--- src/rtl/if_mem_responder.sv ---
// if_mem_responder: read-only instruction cache between the IF stage and
// physical memory. 8 lines x 16 bytes, direct-mapped, two-state fill FSM.
//
// Ports
//   clk, rst            clock, asynchronous active-high reset
//   if_memaddr          fetch byte address
//   if_memread          fetch request, held until if_mem_resp
//   if_mem_byte_enable  unused, a full word is always returned
//   if_mem_resp         fetch done, if_mem_rdata valid this cycle
//   if_mem_rdata        instruction word, zero when not responding
//   pmem_address        line-aligned fill address, zero outside FILL
//   pmem_read           line fill request, held until pmem_resp
//   pmem_resp           fill line valid this cycle
//   pmem_rdata          fill line, word k at bits [16k+15:16k]
module if_mem_responder (
  input  logic         clk,
  input  logic         rst,
  input  logic [15:0]  if_memaddr,
  input  logic         if_memread,
  input  logic [1:0]   if_mem_byte_enable,
  output logic         if_mem_resp,
  output logic [15:0]  if_mem_rdata,
  output logic [15:0]  pmem_address,
  output logic         pmem_read,
  input  logic         pmem_resp,
  input  logic [127:0] pmem_rdata
);

  typedef enum logic {
    IDLE = 1'b0,
    FILL = 1'b1
  } state_t;

  state_t state;

  logic [7:0]   valid_q;
  logic [8:0]   tag_q  [8];
  logic [127:0] data_q [8];

  // Line being filled, frozen at the miss so a
  // redirect cannot retarget an in-flight fill.
  logic [8:0] miss_tag;
  logic [2:0] miss_idx;

  logic [8:0]   req_tag;
  logic [2:0]   req_idx;
  logic [2:0]   req_off;
  logic [127:0] req_line;
  logic [15:0]  req_word;
  logic         tag_eq;
  logic         hit;
  logic         fill_done;
  logic         unused_bits;

  assign req_tag = if_memaddr[15:7];
  assign req_idx = if_memaddr[6:4];
  assign req_off = if_memaddr[3:1];

  assign unused_bits = ^{if_mem_byte_enable,
                         if_memaddr[0]};

  assign req_line = data_q[req_idx];
  assign req_word = req_line[{req_off, 4'b0000} +: 16];
  assign tag_eq   = (tag_q[req_idx] == req_tag);

  // Hits are only served from IDLE, so a response
  // can never overlap an outstanding fill.
  assign hit = !rst
            && (state == IDLE)
            && if_memread
            && valid_q[req_idx]
            && tag_eq;

  assign fill_done = (state == FILL) && pmem_resp;

  assign if_mem_resp  = hit;
  assign if_mem_rdata = hit ? req_word : 16'h0000;

  always_comb begin
    pmem_read    = 1'b0;
    pmem_address = 16'h0000;
    if (state == FILL) begin
      pmem_read    = 1'b1;
      pmem_address = {miss_tag, miss_idx, 4'b0000};
    end
  end

  always_ff @(posedge clk or posedge rst) begin
    if (rst) begin
      state    <= IDLE;
      valid_q  <= 8'h00;
      miss_tag <= 9'h000;
      miss_idx <= 3'h0;
    end else begin
      unique case (state)
        IDLE: begin
          if (if_memread && !hit) begin
            state    <= FILL;
            miss_tag <= req_tag;
            miss_idx <= req_idx;
          end
        end
        FILL: begin
          if (pmem_resp) begin
            state             <= IDLE;
            valid_q[miss_idx] <= 1'b1;
          end
        end
      endcase
    end
  end

  // Tag/data need no reset; valid_q gates them.
  always_ff @(posedge clk) begin
    if (fill_done) begin
      tag_q[miss_idx]  <= miss_tag;
      data_q[miss_idx] <= pmem_rdata;
    end
  end

endmodule

--- config.mk ---
export PLATFORM = sky130hd
export DESIGN_NAME = if_mem_responder
export DESIGN_NICKNAME = d
export VERILOG_FILES = /design/src/rtl/if_mem_responder.sv
export SDC_FILE = /design/constraint.sdc
export NUM_CORES = 1
export LEC_CHECK = 0
export ABC_AREA = 1
export BUFFER_PORTS_ARGS = -buffer_cell sky130_fd_sc_hd__buf_2
export CAP_MARGIN = 10
export CORE_MARGIN = 8
export CORE_UTILIZATION = 35
export CTS_BUF_LIST = sky130_fd_sc_hd__clkbuf_4 sky130_fd_sc_hd__clkbuf_8 sky130_fd_sc_hd__clkbuf_16
export DETAILED_ROUTE_END_ITERATION = 10
export GPL_ROUTABILITY_DRIVEN = 0
export PLACE_DENSITY = 0.59
export SLEW_MARGIN = 15
export SYNTH_ARGS = -nofsm -noshare
export SYNTH_HDL_FRONTEND = slang
export SYNTH_SLANG_ARGS = --single-unit
--- constraint.sdc ---
create_clock -name clk -period 8.4 [get_ports clk]
set_clock_uncertainty 0.2 [all_clocks]
set_input_delay 0.84 -clock clk [delete_from_list [all_inputs] [get_ports clk]]
set_output_delay 0.84 -clock clk [all_outputs]
set_load 0.005 [all_outputs]
==> run metrics, run 1 <==
Clock Power Share=39.7%; worst path cell trace=buf_8, buf_4, buf_4, nand2_1, nand3_1, nand3_1, nand3_1, nand3_1, nand3_1, nand2_1, nor2_4, buf_2; CP endpoint kind=output pin; crit-path leading delay family=buffers and inverters; HPWL after detailed placement=between 60,000 and 70,000 µm; outcome=complete, no violations; Setup Viol. Count Final=0; Total Routing Usage GR=between 10% and 20%; Initial Utilization=about a third; proportion of synthesized area in mux cells=0%; end-of-flow core utilization=around two fifths; worst slew pin tran=1.12 ns; die width=375 µm; mean area per synthesized cell=roughly 12 µm²; Die ar.=0.141 mm²; post-cts sizing count=0; area delta synth->final=13.1%; Hold-fix buffers, CTS=0; deepest clock path buffer count=3; met3 GRT Util=~5.2%; Worst path most repeated cell=nand3_1; compound-gate portion of the synthesized area=less than 1%; via count=approximately 29,000; adder-cell area share of the yosys netlist=0%; Hold Fails Final Rpt=0; final WL=~120,000 µm; CTS buffer count=110; PwrDens=around 240 mW/mm²; post-synthesis sequential area ratio=between 70% and 80%; Rows=about 130; root buffer selected by CTS=clkbuf_16; Syn. warnings=0; setup slack after layout=around 2.9 ns; Internal Power=0.00933 W; Core ar.=0.129 mm²; met2 Use GR=around a quarter; Max Transition Viols Final=0; remaining antenna violation count after routing=0; drt drc=0; Worst EP required=around 7.4 ns; Net Sw Power=0.00278 W; Clock Sinks=approximately 1,100; #FFs+latches synth=about 1,100; largest net degree at the start of global routing=between 150 and 200; reg-to-reg setup timing slack=~4.8 ns; RSZ-0062 raised after global routing=false; VDD IR max=0.167 mV; CTS tree=done; Hold WC Path Type=input port to async pin; slowest stage delay, CP=between 0.7 and 0.8 ns; Comb pwr share=between 7 and 8%; largest family of logic cells by synthesized area=simple AND/OR/NAND/NOR gates; later-pin clock latency in the skew report=roughly 0.68 ns; IO Port Bufs=roughly 180; CP Class=input port to output pin; buffers plus inverters on the worst setup path=4; slew margin rel.=between 20% and 30%; Synth Area in XOR/XNOR=0%; Design Area, Final=0.0511 mm²; Worst Setup Start Kind=input port; Reg power frac=between 50% and 60%; RR Endpoint=data_q[4][42]$_DFFE_PP_; crit path launch=if_memaddr[4]; first-pass GRT wire length=178,000 µm; Final Cycle Share=66.0%; CTS clock-pin slew for the worst setup and hold paths=around 0.060 ns; CP Max Fanout=118; die height=375 µm; r2r startpoint=state$_DFF_PP0_; number of global-route vias before repair=between 20,000 and 30,000; number of setup buffers added after CTS=0; CP max stage cell=buf_4; Placed Area=~0.047 mm²; setup TNS=0 ns; Final Critical Period=around 5.5 ns; Synth cell types=23; total global routing overflow=0; layout cells sized above 1=~11%; Place WS=2.96 ns; met1 Use GR=between 20% and 30%; Avg WL per Cell=21.6 µm; fin nets=~4,000; number of cells on the worst reg-to-reg path=6; Syn Inst Count=3,765; simple-gate area share of the yosys netlist=22.3%; Max-Cap Viols=0; Arrival @ worst endpoint=~4.5 ns; initial antenna violation count=73; H-tree depth=3; Pleak=roughly 18 nW; gr busiest metal=met2; 1st-iter DRT viols=2,549; drt pass-1 iters=5; max frequency=around 180 MHz; mapped cell area=0.0452 mm²; IO Pins=between 150 and 200; sw frac=a little under a quarter; Via-to-Cell Ratio=just over 5
[layout make-up]
| type | instances | area [µm²] |
|---|---|---|
| antenna | 21 | 52.6 |
| clock buffer | 143 | 3020 |
| clock inverter | 62 | 526 |
| fill | 12200 | 77700 |
| inverter | 82 | 338 |
| multi-input combinational | 2323 | 10200 |
| sequential | 1117 | 33400 |
| tap | 1675 | 2100 |
| timing repair buffer | 224 | 1400 |
[layout by cell type, fill, tap and decap left out]
master and n:
clkinv_2 23, nand3b_1 5, inv_6 3, inv_2 2, buf_2 172, or2_2 6, inv_1 75, clkinv_1 26
buf_4 39, clkbuf_4 31, inv_8 1, clkbuf_16 111, conb_1 4, nand2_2 1, o211ai_1 1, diode_2 21
edfxtp_1 1096, bufinv_16 7, o21ai_0 5, o21bai_2 1, inv_16 1, nand2_1 1202, buf_8 2, clkbuf_8 1
buf_6 1, buf_12 10, dfrtp_1 21, nor2_4 17, o21ai_1 3, nor2_1 25, a21oi_1 2, clkinv_8 3
clkinvlp_4 2, clkinv_16 1, nand3_1 1051
[power by group through the flow]
| stage | combinational [W] | clock (W) | sequential (W) |
|---|---|---|---|
| finish | 0.000874 | 0.00481 | 0.00643 |
| global route | 0.000967 | 0.00511 | 0.00644 |
| detailed placement | 0.000879 | 0 | 0.00654 |
| CTS | 0.000882 | 0.00489 | 0.00643 |
| global placement | 0.000868 | 0 | 0.00654 |
| floorplan | 0.000518 | 0 | 0.00656 |
[how the worst max path moves through the flow]
stage                        endpoint  depth (start not counted)  slack [ns]
3_3_place_gp          if_mem_rdata[8]                         12        2.97
6_report              if_mem_rdata[8]                         12        2.85
4_1_cts               if_mem_rdata[8]                         12        2.95
5_1_grt               if_mem_rdata[8]                         12        2.59
3_5_place_dp          if_mem_rdata[8]                         12        2.96
2_1_floorplan  valid_q[1]$_DFFE_PP0P_                          3        0.82
[state kept, by name, indices dropped and copies added (netlist names)]
register  cells
data_q     1024
miss_idx      3
miss_tag      9
state         1
tag_q        72
valid_q       8
[cells by family after synthesis]
group | count (synthesis)
AO/OA/AOI/OAI | 12
other | 1
flip-flops | 1117
AND/OR/NAND/NOR | 2307
buffers and inverters | 328
[synthesized netlist by cell type, drive strengths merged]
| library cell | number | area [µm²] |
|---|---|---|
| a21oi | 2 | 10.0 |
| nand2 | 1203 | 4520 |
| nor2 | 42 | 225 |
| nand3b | 5 | 37.5 |
| nand3 | 1051 | 5260 |
| o211ai | 1 | 7.51 |
| o21bai | 1 | 11.3 |
| o21ai | 8 | 40.0 |
| clkbuf | 54 | 203 |
| edfxtp | 1096 | 32900 |
| conb | 1 | 3.75 |
| or2 | 6 | 37.5 |
| inv | 82 | 313 |
| buf | 192 | 1090 |
| dfrtp | 21 | 526 |
[per-layer routing]
layer	share of wire (%)	wire, µm
met5	0.18	217
met4	2.6	3130
met1	42	51700
met2	46	56400
met3	8.6	10500
[per-stage QoR]
step / total power [W] / hold WS [ns] / instances
final: 0.0121 / 0.145 / 5647
after global routing: 0.0125 / 0.122 / 5635
after CTS: 0.0122 / 0.0968 / 5626
after detailed placement: 0.00742 / 0.249 / 5421
after global placement: 0.00741 / 0.244 / 5421
after floorplan: 0.00708 / 0.227 / 3768
Note: power is estimated with default switching activity, not from simulation.
==> run 2: changes to the inputs <==
--- a/config.mk
+++ b/config.mk
@@ -5,7 +5,7 @@
 export SDC_FILE = /design/constraint.sdc
 export NUM_CORES = 1
 export LEC_CHECK = 0
-export ABC_AREA = 1
+export ABC_AREA = 0
 export BUFFER_PORTS_ARGS = -buffer_cell sky130_fd_sc_hd__buf_2
 export CAP_MARGIN = 10
 export CORE_MARGIN = 8
==> constraint.sdc (replaced) <==
create_clock -name clk -period 5.3 [get_ports clk]
set_clock_uncertainty 0.2 [all_clocks]
set_input_delay 0.53 -clock clk [delete_from_list [all_inputs] [get_ports clk]]
set_output_delay 0.53 -clock clk [all_outputs]
set_load 0.005 [all_outputs]
==> run 2 against run 1 <==
Sequential power grew 59%; combinational power rose by 57%; count of clock-buffer cells in the layout decreased by 13; core utilization grew 2.3 points; critical path type unchanged.
==> run metrics, run 2 <==
post-synthesis sequential area ratio=78.4% (+4.4 points); Synth Area in XOR/XNOR=0.144% (+0.14 points); Pwr Total=0.0194 W (+60%); die width=365 µm (-2.7%); HPWL after detailed placement=56,700 µm (-13%); Rows=128 (-3.0%); mapped cell area=0.0427 mm² (-5.6%); max frequency=~230 MHz; CTS tree=done; max reg flops=1,024 (unchanged); fin nets=2,194 (-45%); IO Port Bufs=176 (unchanged); Setup Viol. Count Final=0 (unchanged); root buffer selected by CTS=clkbuf_16; mean area per synthesized cell=25.6 µm² (+110%); compound-gate portion of the synthesized area=0.129% (-0.023 points); biggest regs=data_q x1024, tag_q x72, miss_tag x9; Total Routing Usage GR=14.6% (-2.2 points); #FFs+latches synth=1,117 (unchanged); largest net degree at the start of global routing=121 (-22%); largest family of logic cells by synthesized area=multiplexers; die height=365 µm (-2.7%); remaining antenna violation count after routing=0 (unchanged); end-of-flow core utilization=41.9% (+2.3 points); simple-gate area share of the yosys netlist=0.857% (-21 points); 1st-iter DRT viols=1,449 (-43%); ys async rst share=1.88% (unchanged); Avg WL per Cell=25.9 µm (+20%); most frequent cell after synthesis=edfxtp_1; first-pass GRT wire length=143,000 µm (-20%); top-area cell type share of the netlist area=77.2% (+4.3 points); Worst Setup Start Kind=input port; most common library cell in the layout ignoring fill and taps=edfxtp_1; most frequent cells in the layout=edfxtp_1, mux4_2, buf_2; setup slack after layout=1.04 ns (-1.82 ns); layout cells sized above 1=36.2% (+25 points); Synth cell types=37 (+61%); deepest clock path buffer count=3 (unchanged); PwrDens=382 mW/mm² (+61%); Hold WC Path Type=input port to flip-flop; Syn Inst Count=1,667 (-56%); proportion of synthesized area in mux cells=19.3% (+19 points); final WL=98,000 µm (-20%); RSZ-0062 raised after global routing=false; reg-to-reg setup timing slack=2.35 ns (-2.45 ns); Top FF cell, synth=edfxtp_1; Initial Utilization=35.1% (+0.058 points); most flop-heavy register=data_q; Clock Sinks=1,117 (unchanged); dominant cell type by area after synthesis=edfxtp_1; VDD IR max=0.269 mV (+61%); adder-cell area share of the yosys netlist=0% (unchanged); number of setup buffers added after CTS=0 (unchanged); Core ar.=0.121 mm² (-5.8%); slew margin rel.=31.2% (+6.0 points); CTS clock-pin slew for the worst setup and hold paths=0.06 ns (about the same); Arrival @ worst endpoint=3.53 ns (-0.98 ns); Final Critical Period=roughly 4.3 ns; synth top area cells=edfxtp_1, mux4_2, dfrtp_1; drt pass-1 iters=5 (unchanged); worst slew pin tran=1.03 ns (-0.0906 ns); later-pin clock latency in the skew report=0.69 ns (about the same); Final Cycle Share=80.4%; CP Max Fanout=118 (unchanged); Place WS=1.05 ns (-1.91 ns); Via-to-Cell Ratio=5.04 (-0.97%); drt drc=0 (unchanged); Hold Fails Final Rpt=0 (unchanged); Design Area, Final=0.0509 mm² (-0.40%); Die ar.=0.133 mm² (-5.4%); number of global-route vias before repair=20,300 (-25%); Max-Cap Viols=0 (unchanged); outcome=complete, no violations; via count=19,000 (-34%); Post-synth EDFFs=1,096 (unchanged); area delta synth->final=19.3%; total global routing overflow=0 (unchanged); Syn. warnings=0 (unchanged); Max Transition Viols Final=0 (unchanged); Placed Area=0.0458 mm² (-3.6%); H-tree depth=3 (unchanged); initial antenna violation count=31 (-58%); Placed Instances=3,417 (-37%); Pleak=16.1 nW (-13%); Worst EP required=4.57 ns (-2.79 ns); post-route insts no fill=3,780 (-33%); CP Class=input port to output pin; IO Pins=184 (unchanged); CP endpoint kind=output pin; Synth top cells by count=edfxtp_1, mux4_2, clkbuf_1; CTS buffer count=111 (+0.91%)
==> run 2: changes by cell type after synthesis, moves of 10 or more <==
cell / change
nand2_1: -1197
nand3_1: -1048
mux4_2: +353
buf_2: -115
inv_1: -73
nor2_1: -31
nor2b_1: +20
buf_4: -17
clkbuf_1: -17
and2_1: +11
mux2i_1: +10
==> run 2: final timing paths <==
kind	to	start	cells past startpoint
worst min register to register	valid_q[1]$_DFFE_PP0P_	valid_q[1]$_DFFE_PP0P_	1
worst min-delay path	miss_idx[0]$_DFFE_PP0P_	if_memaddr[4]	2
min in group asynchronous	valid_q[1]$_DFFE_PP0P_	rst	4
max in group asynchronous	miss_idx[2]$_DFFE_PP0P_	rst	4
worst max register to register	data_q[7][58]$_DFFE_PP_	state$_DFF_PP0_	3
worst max-delay path	if_mem_rdata[5]	if_memaddr[5]	7
==> run 2: worst max-delay path, cell delays in order <==
cell	delay, ns
buf_8	0.26
buf_12	0.50
mux4_2	0.43
mux4_2	0.63
mux4_2	0.52
nor2b_1	0.24
buf_2	0.20
==> run 2: cell type report <==
| cell class | count | area (µm²) |
|---|---|---|
| tap | 1625 | 2030 |
| fill | 10400 | 70500 |
| antenna | 14 | 35.0 |
| timing repair buffer | 351 | 2810 |
| multi-input combinational | 458 | 8860 |
| inverter | 5 | 18.8 |
| clock inverter | 80 | 718 |
| sequential | 1117 | 33400 |
| clock buffer | 130 | 2970 |
==> run 2: report_power, final <==
| part | switching, W | leakage [nW] | internal, W |
|---|---|---|---|
| combinational | 0.000757 | 4.19 | 0.000612 |
| clock | 0.00328 | 1.80 | 0.00451 |
| sequential | 0.000136 | 10.1 | 0.0101 |
| total | 0.00418 | 16.1 | 0.0152 |
==> run 2: kinds of logic (layout without fill, tap and decap cells) <==
logic type	count (synthesis)	after routing
mux	378	378
xor+xnor	7	7
flops	1117	1117
buf+inv	95	566
other cells	1	18
simple gates	62	62
compound gates	7	7
==> run 2: routing by layer <==
| metal | up-vias | share of wire, % | track usage (%) |
|---|---|---|---|
| met5 | - | 0.16 | 0 |
| met4 | 24 | 2.5 | 4.40 |
| met3 | 142 | 5.9 | 3.18 |
| met2 | 516 | 49 | 24.0 |
| met1 | 10300 | 42 | 19.5 |
| li1 | 8030 | - | - |
==> run 2: metrics by stage <==
step	hold WS [ns]	TNS [ns]
CTS	0.126	0
floorplan	0.232	-914.41
global placement	0.245	0
detailed placement	0.251	0
global route	0.162	0
finish	0.156	0
==> run 2: timing repair <==
item | CTS | global route
setup endpoints to repair | 0 | 0
resized for setup | 0 | 0
hold buffers | 139 | 0
hold endpoints to repair | 1055 | 0
